==> src/rtl/mem_access_pkg.sv <==
// mem_access_pkg
// Shared types and helpers for the MEM pipeline stage:
//   loadType_e / storeType_e : encodings of the load/store width fields
//   state_e                  : request/response sequencing states
//   accessBytes()            : access size in bytes for a load or store
//   strobeMask()             : byte-enable pattern for a size at a byte offset
package mem_access_pkg;

    localparam int BUS_BYTES = 8;

    typedef enum logic [2:0] {
        LT_LB   = 3'd0,
        LT_LH   = 3'd1,
        LT_LW   = 3'd2,
        LT_LD   = 3'd3,
        LT_LBU  = 3'd4,
        LT_LHU  = 3'd5,
        LT_LWU  = 3'd6,
        LT_RSVD = 3'd7   // behaves as LD
    } loadType_e;

    typedef enum logic [1:0] {
        ST_SB = 2'd0,
        ST_SH = 2'd1,
        ST_SW = 2'd2,
        ST_SD = 2'd3
    } storeType_e;

    typedef enum logic [1:0] {
        S_IDLE = 2'd0,
        S_REQ  = 2'd1,
        S_WAIT = 2'd2
    } state_e;

    // Number of bytes touched by the access (1, 2, 4 or 8).
    function automatic logic [3:0] accessBytes(input logic isLoad,
                                               input logic [2:0] loadType,
                                               input logic [1:0] storeType);
        logic [3:0] nBytes;
        if (isLoad) begin
            case (loadType_e'(loadType))
                LT_LB, LT_LBU: nBytes = 4'd1;
                LT_LH, LT_LHU: nBytes = 4'd2;
                LT_LW, LT_LWU: nBytes = 4'd4;
                default:       nBytes = 4'd8;
            endcase
        end else begin
            case (storeType_e'(storeType))
                ST_SB:   nBytes = 4'd1;
                ST_SH:   nBytes = 4'd2;
                ST_SW:   nBytes = 4'd4;
                default: nBytes = 4'd8;
            endcase
        end
        return nBytes;
    endfunction

    // Byte enables for an access of nBytes starting at lane off.
    // Callers only use this for accesses that fit inside the word.
    function automatic logic [BUS_BYTES-1:0] strobeMask(input logic [3:0] nBytes,
                                                        input logic [2:0] off);
        logic [BUS_BYTES-1:0] base;
        case (nBytes)
            4'd1:    base = 8'h01;
            4'd2:    base = 8'h03;
            4'd4:    base = 8'h0F;
            default: base = 8'hFF;
        endcase
        return base << off;
    endfunction

endpackage

==> src/rtl/mem_access_load_extender.sv <==
// mem_access_load_extender
// Combinational load-data formatter: pulls the addressed bytes out of an
// aligned 8-byte memory word and sign- or zero-extends them to 64 bits.
//   word     : aligned 64-bit word returned by memory
//   off      : byte offset of the access within the word
//   loadType : load width/signedness (loadType_e)
//   extended : register-ready 64-bit value
module mem_access_load_extender
    import mem_access_pkg::*;
(
    input  logic [63:0] word,
    input  logic [2:0]  off,
    input  logic [2:0]  loadType,
    output logic [63:0] extended
);

    logic [63:0] shifted;

    // Bring the addressed byte down to lane 0.
    assign shifted = word >> {off, 3'b000};

    always_comb begin
        case (loadType_e'(loadType))
            LT_LB:   extended = {{56{shifted[7]}},  shifted[7:0]};
            LT_LH:   extended = {{48{shifted[15]}}, shifted[15:0]};
            LT_LW:   extended = {{32{shifted[31]}}, shifted[31:0]};
            LT_LBU:  extended = {56'd0, shifted[7:0]};
            LT_LHU:  extended = {48'd0, shifted[15:0]};
            LT_LWU:  extended = {32'd0, shifted[31:0]};
            default: extended = shifted;    // LD and the reserved code
        endcase
    end

endmodule

==> src/rtl/mem_access.sv <==
// mem_access
// MEM pipeline stage. Accepts one instruction at a time from execute, issues
// the data-memory request on a valid/ready channel, waits for load data on the
// response channel and produces one registered writeback beat per instruction.
//   clk, reset                 : clock, asynchronous active-high reset
//   inValid .. inDataReg2      : execute-stage instruction fields
//   outStall                   : upstream must hold; inValid ignored while high
//   outReq* / inReqReady       : memory request channel (aligned address, lane data, strobes)
//   inRespValid / inRespData   : memory load response
//   outValid .. outMisaligned  : writeback beat
module mem_access
    import mem_access_pkg::*;
#(
    parameter int BUS_DATA_WIDTH = 64   // fixed at 64: eight byte lanes
) (
    input  logic                        clk,
    input  logic                        reset,
    input  logic                        inValid,
    input  logic                        inMemRead,
    input  logic                        inMemWrite,
    input  logic                        inMemOrReg,
    input  logic                        inRegWrite,
    input  logic [4:0]                  inDestRegister,
    input  logic [2:0]                  inLoadType,
    input  logic [1:0]                  inStoreType,
    input  logic [BUS_DATA_WIDTH-1:0]   inResult,
    input  logic [BUS_DATA_WIDTH-1:0]   inDataReg2,
    output logic                        outStall,
    output logic                        outReqValid,
    input  logic                        inReqReady,
    output logic [BUS_DATA_WIDTH-1:0]   outReqAddr,
    output logic                        outReqWrite,
    output logic [BUS_DATA_WIDTH-1:0]   outReqWdata,
    output logic [BUS_DATA_WIDTH/8-1:0] outReqStrb,
    input  logic                        inRespValid,
    input  logic [BUS_DATA_WIDTH-1:0]   inRespData,
    output logic                        outValid,
    output logic                        outRegWrite,
    output logic [4:0]                  outDestRegister,
    output logic [BUS_DATA_WIDTH-1:0]   outWbData,
    output logic                        outMisaligned
);

    state_e                      stateReg;
    logic                        capMemOrReg;
    logic                        capRegWrite;
    logic [4:0]                  capDest;
    logic [2:0]                  capLoadType;
    logic [2:0]                  capOff;
    logic [BUS_DATA_WIDTH-1:0]   capResult;

    logic                        isMem;
    logic [2:0]                  inOff;
    logic [3:0]                  inBytes;
    logic                        inMisaligned;
    logic [BUS_DATA_WIDTH-1:0]   loadValue;

    assign isMem   = inMemRead | inMemWrite;
    assign inOff   = inResult[2:0];
    assign inBytes = accessBytes(inMemRead, inLoadType, inStoreType);
    // Access spills into the next word when offset + size passes 8 bytes.
    assign inMisaligned = ({1'b0, inOff} + inBytes) > 4'd8;

    // Stall follows the registered state, so it drops on the same edge
    // that raises outValid and a new instruction can enter that cycle.
    assign outStall = (stateReg != S_IDLE);

    mem_access_load_extender loadExtender (
        .word     (inRespData),
        .off      (capOff),
        .loadType (capLoadType),
        .extended (loadValue)
    );

    always_ff @(posedge clk or posedge reset) begin
        if (reset) begin
            stateReg        <= S_IDLE;
            outReqValid     <= 1'b0;
            outReqWrite     <= 1'b0;
            outReqAddr      <= '0;
            outReqWdata     <= '0;
            outReqStrb      <= '0;
            outValid        <= 1'b0;
            outRegWrite     <= 1'b0;
            outDestRegister <= '0;
            outWbData       <= '0;
            outMisaligned   <= 1'b0;
            capMemOrReg     <= 1'b0;
            capRegWrite     <= 1'b0;
            capDest         <= '0;
            capLoadType     <= '0;
            capOff          <= '0;
            capResult       <= '0;
        end else begin
            outValid <= 1'b0;   // writeback is a single-cycle beat
            case (stateReg)
                S_IDLE: begin
                    if (inValid) begin
                        capMemOrReg <= inMemOrReg;
                        capRegWrite <= inRegWrite;
                        capDest     <= inDestRegister;
                        capLoadType <= inLoadType;
                        capOff      <= inOff;
                        capResult   <= inResult;
                        if (!isMem || inMisaligned) begin
                            // No memory traffic: retire on the next edge.
                            outValid        <= 1'b1;
                            outDestRegister <= inDestRegister;
                            outWbData       <= inResult;
                            outMisaligned   <= isMem;
                            outRegWrite     <= isMem ? 1'b0 : inRegWrite;
                        end else begin
                            stateReg    <= S_REQ;
                            outReqValid <= 1'b1;
                            outReqWrite <= inMemWrite;
                            outReqAddr  <= {inResult[BUS_DATA_WIDTH-1:3], 3'b000};
                            outReqWdata <= inDataReg2 << {inOff, 3'b000};
                            outReqStrb  <= strobeMask(inBytes, inOff);
                        end
                    end
                end
                S_REQ: begin
                    if (inReqReady) begin
                        outReqValid <= 1'b0;
                        if (outReqWrite) begin
                            stateReg        <= S_IDLE;
                            outValid        <= 1'b1;
                            outRegWrite     <= 1'b0;
                            outMisaligned   <= 1'b0;
                            outDestRegister <= capDest;
                            outWbData       <= capResult;
                        end else begin
                            stateReg <= S_WAIT;
                        end
                    end
                end
                S_WAIT: begin
                    if (inRespValid) begin
                        stateReg        <= S_IDLE;
                        outValid        <= 1'b1;
                        outRegWrite     <= capRegWrite;
                        outMisaligned   <= 1'b0;
                        outDestRegister <= capDest;
                        outWbData       <= capMemOrReg ? loadValue : capResult;
                    end
                end
                default: stateReg <= S_IDLE;
            endcase
        end
    end

endmodule
==> config.mk <==
export PLATFORM = sky130hd
export DESIGN_NAME = mem_access
export DESIGN_NICKNAME = d
export VERILOG_FILES = /design/src/rtl/mem_access_pkg.sv /design/src/rtl/mem_access_load_extender.sv /design/src/rtl/mem_access.sv
export SDC_FILE = /design/constraint.sdc
export NUM_CORES = 1
export LEC_CHECK = 0
export ABC_AREA = 1
export CAP_MARGIN = 20
export CORE_MARGIN = 2
export CORE_UTILIZATION = 45
export CTS_CLUSTER_DIAMETER = 30
export DETAILED_ROUTE_END_ITERATION = 8
export PLACE_DENSITY = 0.76
export SYNTH_ARGS = -nofsm -noshare
export SYNTH_HDL_FRONTEND = slang
export SYNTH_SLANG_ARGS = --single-unit
==> constraint.sdc <==
create_clock -name clk -period 9.3 [get_ports clk]
set_input_delay 1.86 -clock clk [delete_from_list [all_inputs] [get_ports clk]]
set_output_delay 1.86 -clock clk [all_outputs]
set_load 0.02 [all_outputs]
# Word-level counts from Yosys, hierarchy flattened
# Index checks and enable logic that the tools add are counted.
# word_totals
ff_bits,286
out_inout_bits,211
# op_classes
addsub,1
n_lt_le_gt_ge,1
n_eq_ne,23
n_shift,3
muxes,48
bitwise_logic,2
n_reduce_logical,17
# op_table
operator,count
64-bit 2-to-1 mux,6
64-bit case mux with 6 select lines,1
64-bit case mux with 3 select lines,1
64-bit by 6-bit left shift with 64-bit output,1
64-bit by 6-bit >> shifter with 64-bit output,1
5-bit 2-to-1 mux,5
8-bit 2-to-1 mux,3
4-bit case mux with 3 select lines,2
8-bit case mux with 3 select lines,1
3-bit equality test (second input constant),6
1-bit 2-to-1 mux,17
5-bit case mux with 3 select lines,1
2-bit != test (second input constant),6
2-bit 2-to-1 mux,5
1-bit case mux with 3 select lines,3
4-bit AND reduction,2
8-bit by 3-bit left shift with 8-bit output,1
3-bit by 1-bit equality test with 1-bit output (second input constant),2
3-bit by 2-bit equality test with 1-bit output (second input constant),2
3-bit logical NOT,2
2-bit case mux with 3 select lines,1
6-bit AND reduction,1
2-bit OR reduction,3
3-bit by 4-bit adder with 4-bit output,1
17 further kinds,21

# Longest topological paths before layout
# Gate-level depths: netlist (run 1).
# logic_depth
ltp_word,11
ltp_mapped,18
mapped_depth_nobuf,17

# Hierarchy
# Synthesis (run 1) repeated with hierarchy kept, for this count alone.
# hier_totals
hier_cells,2402
hier_area_um2,16877.4
# by_module_without_submodules
module,instances,cells_each,area_each_um2,seq_area_each_um2
mem_access,1,1910,14422.6,7081.8
mem_access_load_extender,1,492,2454.9,0.0

# Least setup slack after synthesis (run 1)
# No wires, ideal clock.
# synth_timing
path_type,input to register
start,input port inMemRead
end,register outReqAddr[47]
setup_ns,0.136
t_arrival_ns,3.856
required_time_ns,9.164
path_slack_ns,5.307
path_stages,18
path_buffers,2
cell_sequence,inv_2 -> nand2_1 -> inv_1 -> nor2_1 -> inv_1 -> nor3_1 -> inv_1 -> fa_1 -> xor2_1 -> nand3b_1 -> nand2_1 -> nand3_2 -> nor2_4 -> inv_2 -> buf_6 -> buf_4 -> nand2_1 -> o21ai_0
# synth_via
elab_chain_cells,6
# synth_lines
item,line_no,rtl
"start, declared",mem_access.sv:19,"input logic inMemRead,"
4-bit 2-to-1 mux,mem_access_pkg.sv:40,if (isLoad) begin
3-bit by 4-bit adder with 4-bit output,mem_access.sv:62,"assign inMisaligned = ({1'b0, inOff} + inBytes) > 4'd8;"
4-bit > comparator,mem_access.sv:62,
1-bit logical OR (*),mem_access.sv:105,if (!isMem || inMisaligned) begin
1-bit NOT (no source line) (*),n/a,
3-bit AND reduction (no source line) (*),n/a,
"end signal, assigned",mem_access.sv:116,"outReqAddr <= {inResult[BUS_DATA_WIDTH-1:3], 3'b000};"
"end, declared",mem_access.sv:31,"output logic [BUS_DATA_WIDTH-1:0] outReqAddr,"
# Mark *: on every way between the ends. The rest lies on a longest branch, timed or not.
# A chain may end at the register's enable or synchronous reset.

# Worst setup path after layout (run 1)
# layout_timing
start,input port inResult[2]
end,register outDestRegister[3]
# layout_via
elab_chain_cells,5
# layout_lines
item,line_no,rtl
"start, declared",mem_access.sv:26,"input logic [BUS_DATA_WIDTH-1:0] inResult,"
3-bit by 4-bit adder with 4-bit output,mem_access.sv:62,
4-bit > comparator,mem_access.sv:62,
1-bit logical OR,mem_access.sv:105,
2-bit != test (no source line),n/a,
6-bit AND reduction (no source line),n/a,
"end signal, assigned",mem_access.sv:108,outDestRegister <= inDestRegister;
"end signal, assigned",mem_access.sv:130,outDestRegister <= capDest;
"end signal, assigned",mem_access.sv:143,outDestRegister <= capDest;
"end, declared",mem_access.sv:39,"output logic [4:0] outDestRegister,"
# Every way passes these cells.

==> results of run 1 <==
## worst max path at each step
| stage | from | endpoint | depth (start not counted) |
|---|---|---|---|
| final | inResult[2] | outDestRegister[3] | 12 |
| after CTS | inMemRead | outDestRegister[3] | 18 |
| after global placement | inResult[2] | outDestRegister[2] | 12 |
| after global routing | inMemRead | outDestRegister[2] | 18 |
| after floorplan | reset | capDest[0] | 1 |
| after detailed placement | inResult[2] | outDestRegister[3] | 12 |
## state kept, by name, indices dropped and copies added, names as in the netlist, 2 cells and up
register / count
capOff: 2
outReqStrb: 8
stateReg: 2
capResult: 62
outWbData: 64
capDest: 5
outReqWdata: 64
capLoadType: 3
outReqAddr: 61
outDestRegister: 5
## cells by family (layout without fill, tap and decap cells)
| family | count (synthesis) | in the layout | synth area share |
|---|---|---|---|
| AOI/OAI and AO/OA | 601 | 601 | 0.1914 |
| xor gates and xnor gates | 2 | 2 | 0.001063 |
| adders and majority gates | 8 | 8 | 0.006531 |
| buffers and inverters | 316 | 704 | 0.08301 |
| DFF | 283 | 283 | 0.4299 |
| muxes | 18 | 18 | 0.01094 |
| other | 1 | 11 | 0.0002276 |
| and+or+nand+nor | 1177 | 1177 | 0.2770 |
## metal layers
layer	wire, um	GRT usage
met2	30400	0.5554
met5	56	0
met1	26460	0.4434
met3	6327	0.08135
met4	2837	0.1501
## worst min-delay path: cells and delay by family, from the launching register on
kind	cells	cell delay [ns]
and+or+nand+nor	2	0.10
DFF	1	0.33
## power by group through the flow
stage | clock, mW | sequential [mW] | combinational, mW
floorplan | 0 | 2.58 | 2.28
detailed placement | 0 | 2.18 | 4.40
global placement | 0 | 2.18 | 4.29
finish | 2.46 | 2.20 | 4.46
global route | 2.55 | 2.25 | 4.88
CTS | 2.48 | 2.19 | 4.44
## cells in the final DEF (no fill, tap or decap), types with 21 or more instances in the layout
master / instances
nand2_1: 922
clkdlybuf4s50_1: 416
o21ai_0: 351
dfrtp_1: 282
nor2_1: 163
a21oi_1: 153
inv_1: 130
nand3_1: 71
clkbuf_16: 69
o21ai_1: 42
o211ai_1: 23
buf_4: 21
## layout make-up
| type | instances | share of cell area |
|---|---|---|
| Sequential cell | 283 | 0.3075 |
| Timing Repair Buffer | 442 | 0.1907 |
| Tap cell | 468 | 0.02542 |
| Clock inverter | 44 | 0.02455 |
| Antenna cell | 8 | 0.0008692 |
| Inverter | 141 | 0.02331 |
| Clock buffer | 77 | 0.07844 |
| Multi-Input combinational cell | 1809 | 0.3492 |
## Yosys cell counts (2+ instances only)
cell type  number  area, um^2
buf_6          11       123.9
a21boi_0        4       30.03
o211ai_1       23       172.7
inv_2           7       26.28
a31oi_1         2       12.51
dfrtp_1       283        7082
o221ai_1        4       35.03
a211oi_1        3       22.52
nand3_1        71       355.3
nor2_1        163       611.8
o21a_1          2       15.01
or2_2           7       43.79
clkbuf_2        3       15.01
nor3_1          9       45.04
mux2i_1        18       180.2
xor2_1          2       17.52
a21oi_1       153       765.7
o22ai_1         4       25.02
nand2_1       922        3461
o21ai_1        42       210.2
clkbuf_1       98       367.9
o31ai_1         7       52.55
nor2_4          2       22.52
ha_1            7       87.58
buf_2          37       185.2
buf_1          13       48.80
inv_1         134       503.0
o21ai_0       351        1757
buf_4          13       97.59
## through the flow
step                      cell area, um^2  instances    util  setup WS [ns]  total power, mW
after CTS                           23010       3264  0.6331          3.980            9.107
after detailed placement            20640       3143  0.5678          3.405            6.586
after global routing                23030       3270  0.6335          3.628            9.682
after global placement              20600       3141  0.5667          3.491            6.475
after floorplan                     16490       2408       -          3.691            4.863
final                               23030       3272  0.6337          3.958            9.119
==> metrics.md, run 1 <==
| Metric | Value |
|---|---|
| Max Clk Rate | 0.1872 GHz |
| Yosys reg bits | 283 |
| Clock root cell | clkbuf_16 |
| Routed via count | 18,132 |
| CTS buffer count | 66 |
| Register Area | 0.007083 mm^2 |
| HP Start | outReqAddr[9] |
| Vias in the first global route | 17,916 |
| Max Slew Vio Count | 0 |
| Pre-antenna DRT Iters | 6 |
| Cell variety after synth | 40 |
| Reg2reg start | stateReg[1] |
| Die area | 0.03816 mm^2 |
| Pleak | around 11 nW |
| Post_cts resized | 0 |
| Relative slew margins | 0.2620 |
| Status | complete, no violations |
| Syn Std Cell Area | 0.01647 mm^2 |
| Setup violators final | 0 |
| Share of cells above drive strength 1 | 0.06044 |
| Crit path DAT | 5.77 ns |
| Max Cap Viol | 0 |
| Post-synth ARST share | 1.000 |
| Top_reg_cell synth | dfrtp_1 |
| Worst slew pin tran | 1.107 ns |
| DRT Wirelength | 66,080 um |
| Worst-Skew Late Latency | 0.57 ns |
| Reg2reg end | outDestRegister[3] |
| Worst path most repeated cell | nand2_1 |
| Hold-fix buffers, CTS | 0 |
| Crit path launch type | primary input |
| R2R depth | 10 |
| Hold Path Depth | 2 |
| Syn. warnings | 0 |
| Detail Placement HPWL | around 46,000 um |
| Hold Crit Class | reg2reg |
| FP Rows | 70 |
| Final setup TNS | 0 ns |
| H-tree levels | 3 |
| Power per cell area | 395.9 mW/mm^2 |
| Setup crit end kind | flop |
| Clock Sinks | 283 |
| Area Growth Syn to Fin | 39.80% |
| Total gr overflow | 0 |
| Layout net count | 2,962 |
| Worst-path clk slew | 0.04 ns |
| Die height | ~200 um |
| Crit path max fanout | 72 |
| Reg2reg setup slack | 5.56 ns |
| I/O pins | 422 |
| Switching share of power | 0.4446 |
| GPL Wtd Cong | ~0.97 |
| Die Span X | 195.3 um |
| CP top delay family | buffers and inverters |
| Vias per cell | about 5.5 |
| Final ANT Viol Nets | 0 |
| Unrepaired setup endpoints after global routing | no |
| Clock skew | 0.02316 ns |
| Core Region | around 0.036 mm^2 |
| Setup bufs post-CTS | 0 |
| Slowest cell on crit path | clkdlybuf4s50_1 |
| Maximum vdd ir drop | around 0.26 mV |
| Final period util | 0.5744 |
| First-pass GRT wire length | 102,300 um |
| CP bufs+invs | 3 |
| Syn Area/Cell | ~6.8 um^2 |
| WP data required | 9.73 ns |
| Seq pwr share | 0.241 |
| CP cell instances | clkdlybuf4s50_1, ha_1, a21oi_1, nand2_1, xor2_1, nand2_1, nand3_2, nand2_4, buf_4, inv_2, o211ai_1, nand2_1 |
| CTS tree | done |
| Initial antenna violation count | 13 |
| Min cycle time layout | 5.342 ns |
| Number of hold violations in the final report | 0 |
| Largest stage delay on the critical path | 1.15 ns |
| Filler cell count | 3,161 |
| CTS max path bufs | 3 |
| Pint | 5.065 mW |
| Sw power | 4.054 mW |
| Worst hold endpoint | outReqAddr[9] |
| Pin count of the biggest net entering global routing | 152 |
| Post-synthesis sequential area ratio | 0.4299 |
| Cells after synthesis | 2,406 |
| Multi-input logic area | 0.008043 mm^2 |
| Tot GR Track Use | 0.3444 |
| Starting Density | 0.4533 |
| WS Path Type | in2reg |
| Drt first-iter violations | 1,668 |
| Routed len/inst | 20.19 um |
| Hold Slack | 0.4671 ns |
| Part of the power in the clock network | 0.270 |
| Number of synthesized flops with an enable pin | 0 |
| PortBufs | roughly 420 |
| Gate power share | 0.489 |
| Drt drc | 0 |
Power figures use the tool's default switching activity.
==> run 2: changes to the inputs <==
--- a/config.mk
+++ b/config.mk
@@ -8,10 +8,10 @@
 export ABC_AREA = 1
 export CAP_MARGIN = 20
 export CORE_MARGIN = 2
-export CORE_UTILIZATION = 45
+export CORE_UTILIZATION = 49
 export CTS_CLUSTER_DIAMETER = 30
 export DETAILED_ROUTE_END_ITERATION = 8
-export PLACE_DENSITY = 0.76
+export PLACE_DENSITY = 0.79
 export SYNTH_ARGS = -nofsm -noshare
 export SYNTH_HDL_FRONTEND = slang
 export SYNTH_SLANG_ARGS = --single-unit
==> constraint.sdc (replaced) <==
create_clock -name clk -period 5.2 [get_ports clk]
set_input_delay 1.04 -clock clk [delete_from_list [all_inputs] [get_ports clk]]
set_output_delay 1.04 -clock clk [all_outputs]
set_load 0.02 [all_outputs]
==> run 2 against run 1 <==
Against the previous run:
- first-iteration DRC count grew 20%
- highest routed layer unchanged
- sequential share of layout area rose by 0.092 points
- die area down 8.0%
- critical endpoint is now outReqWdata[43]
- global-route usage rose by 1.9 points
==> metrics.md, run 2 (synthesis results as in run 1) <==
| Metric | Value |
|---|---|
| Initial antenna violation count | 9 (-4) |
| PortBufs | 418 (unchanged) |
| Area Growth Syn to Fin | 39.39% |
| Setup crit end kind | flop |
| WP data required | 5.72 ns (-4.01 ns) |
| Post_cts resized | 0 (unchanged) |
| Drt drc | 0 (unchanged) |
| Setup ws final | 1.402 ns (-2.556 ns) |
| Crit path max fanout | 59 (-18%) |
| Hold Crit Class | reg2reg |
| Post-placement setup slack | 0.7895 ns (-2.615 ns) |
| Die area | 0.03510 mm^2 (-8.0%) |
| Regs by FF count | outReqWdata (64), outWbData (64), capResult (62) |
| Routed via count | 18,190 (+0.32%) |
| Share of cells above drive strength 1 | 0.05872 (-0.001725) |
| CTS max path bufs | 3 (unchanged) |
| Unrepaired setup endpoints after global routing | no |
| Clock skew | 0.02674 ns (+0.003588 ns) |
| Fin util | 0.6900 (+0.05632) |
| Crit path from | inMemRead |
| Status | complete, no violations |
| Worst-Skew Late Latency | 0.60 ns (+0.03 ns) |
| Crit path launch type | primary input |
| Relative slew margins | 0.3042 (+0.04215) |
| CTS tree | done |
| Min cycle time layout | 3.798 ns |
| HP Start | outReqAddr[26] |
| Tot GR Track Use | 0.3635 (+0.01917) |
| Vias per cell | 5.606 (+1.2%) |
| DRT Wirelength | 64,530 um (-2.3%) |
| Layout net count | 2,964 (+0.068%) |
| Crit path DAT | 4.32 ns (-1.45 ns) |
| Final period util | 0.7304 |
| Pin count of the biggest net entering global routing | 95 (-38%) |
| Max Cap Viol | 0 (unchanged) |
| Setup bufs post-CTS | 0 (unchanged) |
| First-pass GRT wire length | 100,700 um (-1.6%) |
| Pre-antenna DRT Iters | 6 (unchanged) |
| Routed len/inst | 19.89 um (-1.5%) |
| Worst slew pin tran | 1.017 ns (-0.08954 ns) |
| Filler cell count | 2,761 (-13%) |
| Max Clk Rate | 0.2633 GHz |
| Final ANT Viol Nets | 0 (unchanged) |
| Starting Density | 0.4950 (+0.04177) |
| I/O pins | 422 (unchanged) |
| Maximum vdd ir drop | 0.5474 mV (+110%) |
| WS Path Type | in2reg |
| Core Region | 0.03328 mm^2 (-8.4%) |
| Worst-path clk slew | 0.05 ns (about the same) |
| Power per cell area | 704.1 mW/mm^2 (+78%) |
| Final setup TNS | 0 ns (unchanged) |
| Max Slew Vio Count | 0 (unchanged) |
| Detail Placement HPWL | 45,360 um (-2.1%) |
| Most frequent cells in the layout | 922 x nand2_1, 416 x clkdlybuf4s50_1, 351 x o21ai_0 |
| Die Span X | 187.4 um (-4.1%) |
| Clock Sinks | 283 (unchanged) |
| Tot Pwr | 16.17 mW (+77%) |
| GPL Wtd Cong | 0.9727 (+0.80%) |
| CTS buffer count | 59 (-11%) |
| Hold-fix buffers, CTS | 0 (unchanged) |
| Most common cell after layout, fill and taps aside | nand2_1 |
| Clock root cell | clkbuf_16 |
| Total gr overflow | 0 (unchanged) |
| Drt first-iter violations | 1,997 (+20%) |
| FP Rows | 67 (-4.3%) |
| Pleak | 10.86 nW (about the same) |
| H-tree levels | 2 (-1) |
| Reg2reg start | capResult[2] |
| Setup violators final | 0 (unchanged) |
| Number of hold violations in the final report | 0 (unchanged) |
| Vias in the first global route | 17,769 (-0.82%) |
| Die height | 187.4 um (-4.1%) |
==> run 2: cell count changes in the layout (fill, tap and decap cells not counted), sizes merged <==
cell      change
inv           -8
clkinvlp      -4
diode         -4
clkinv        -1
bufinv        +5
clkbuf        -4
buf           +9
==> run 2: through the flow <==
step                      hold WS, ns  cells  area (um^2)
after CTS                      0.4707   3241        22950
after floorplan                0.4530   2408        16490
after global routing           0.4871   3245        22960
after detailed placement       0.4579   3132        20740
final                          0.4656   3245        22960
after global placement         0.4528   3131        20720
==> run 2: area by class of cell <==
cell class              instances  area [um^2]  share of cell area
multi-input cells            1809         8043              0.3502
flip-flops and latches        283         7083              0.3085
repair buffers                451         4522              0.1969
clock buffers                  73         1619             0.07051
clock inverters                36        589.3             0.02566
well taps                     448        560.5             0.02441
inverters                     141        536.8             0.02337
diodes                          4        10.01           0.0004359
==> run 2: worst paths after layout <==
| path | cells after the start | endpoint | slack [ns] |
|---|---|---|---|
| max in group asynchronous | 3 | capMemOrReg | 3.15 |
| max | 17 | outReqWdata[43] | 1.40 |
| min in group asynchronous | 2 | capResult[20] | 0.99 |
| min reg2reg | 2 | outReqAddr[26] | 0.47 |
| min | 2 | outReqAddr[26] | 0.47 |
| max reg2reg | 10 | outWbData[23] | 1.70 |
==> run 2: critical path, cell delays in order <==
cell and delay, ns:
clkdlybuf4s50_1 0.55, inv_2 0.06, nand2_1 0.12, inv_1 0.06
nor2_1 0.12, inv_1 0.10, nor3_1 0.22, inv_1 0.10
fa_1 0.41, xor2_1 0.14, nand3b_1 0.10, nand2_1 0.13
nand3_2 0.13, nor2_4 0.14, buf_4 0.56, o21ai_0 0.21
nand2_1 0.11
==> run 2: routing by layer <==
metal	share of wire	GRT usage	vias to the layer above
met2	0.46	0.5866	990
met1	0.39	0.4645	8558
li1	-	-	8442
met5	0.0012	0	-
met4	0.045	0.1618	10
met3	0.099	0.08912	190
==> run 2: where the power goes <==
part           internal (mW)  switching, mW
clock                   2.89           1.29
sequential              3.24          0.655
combinational           2.89           5.20
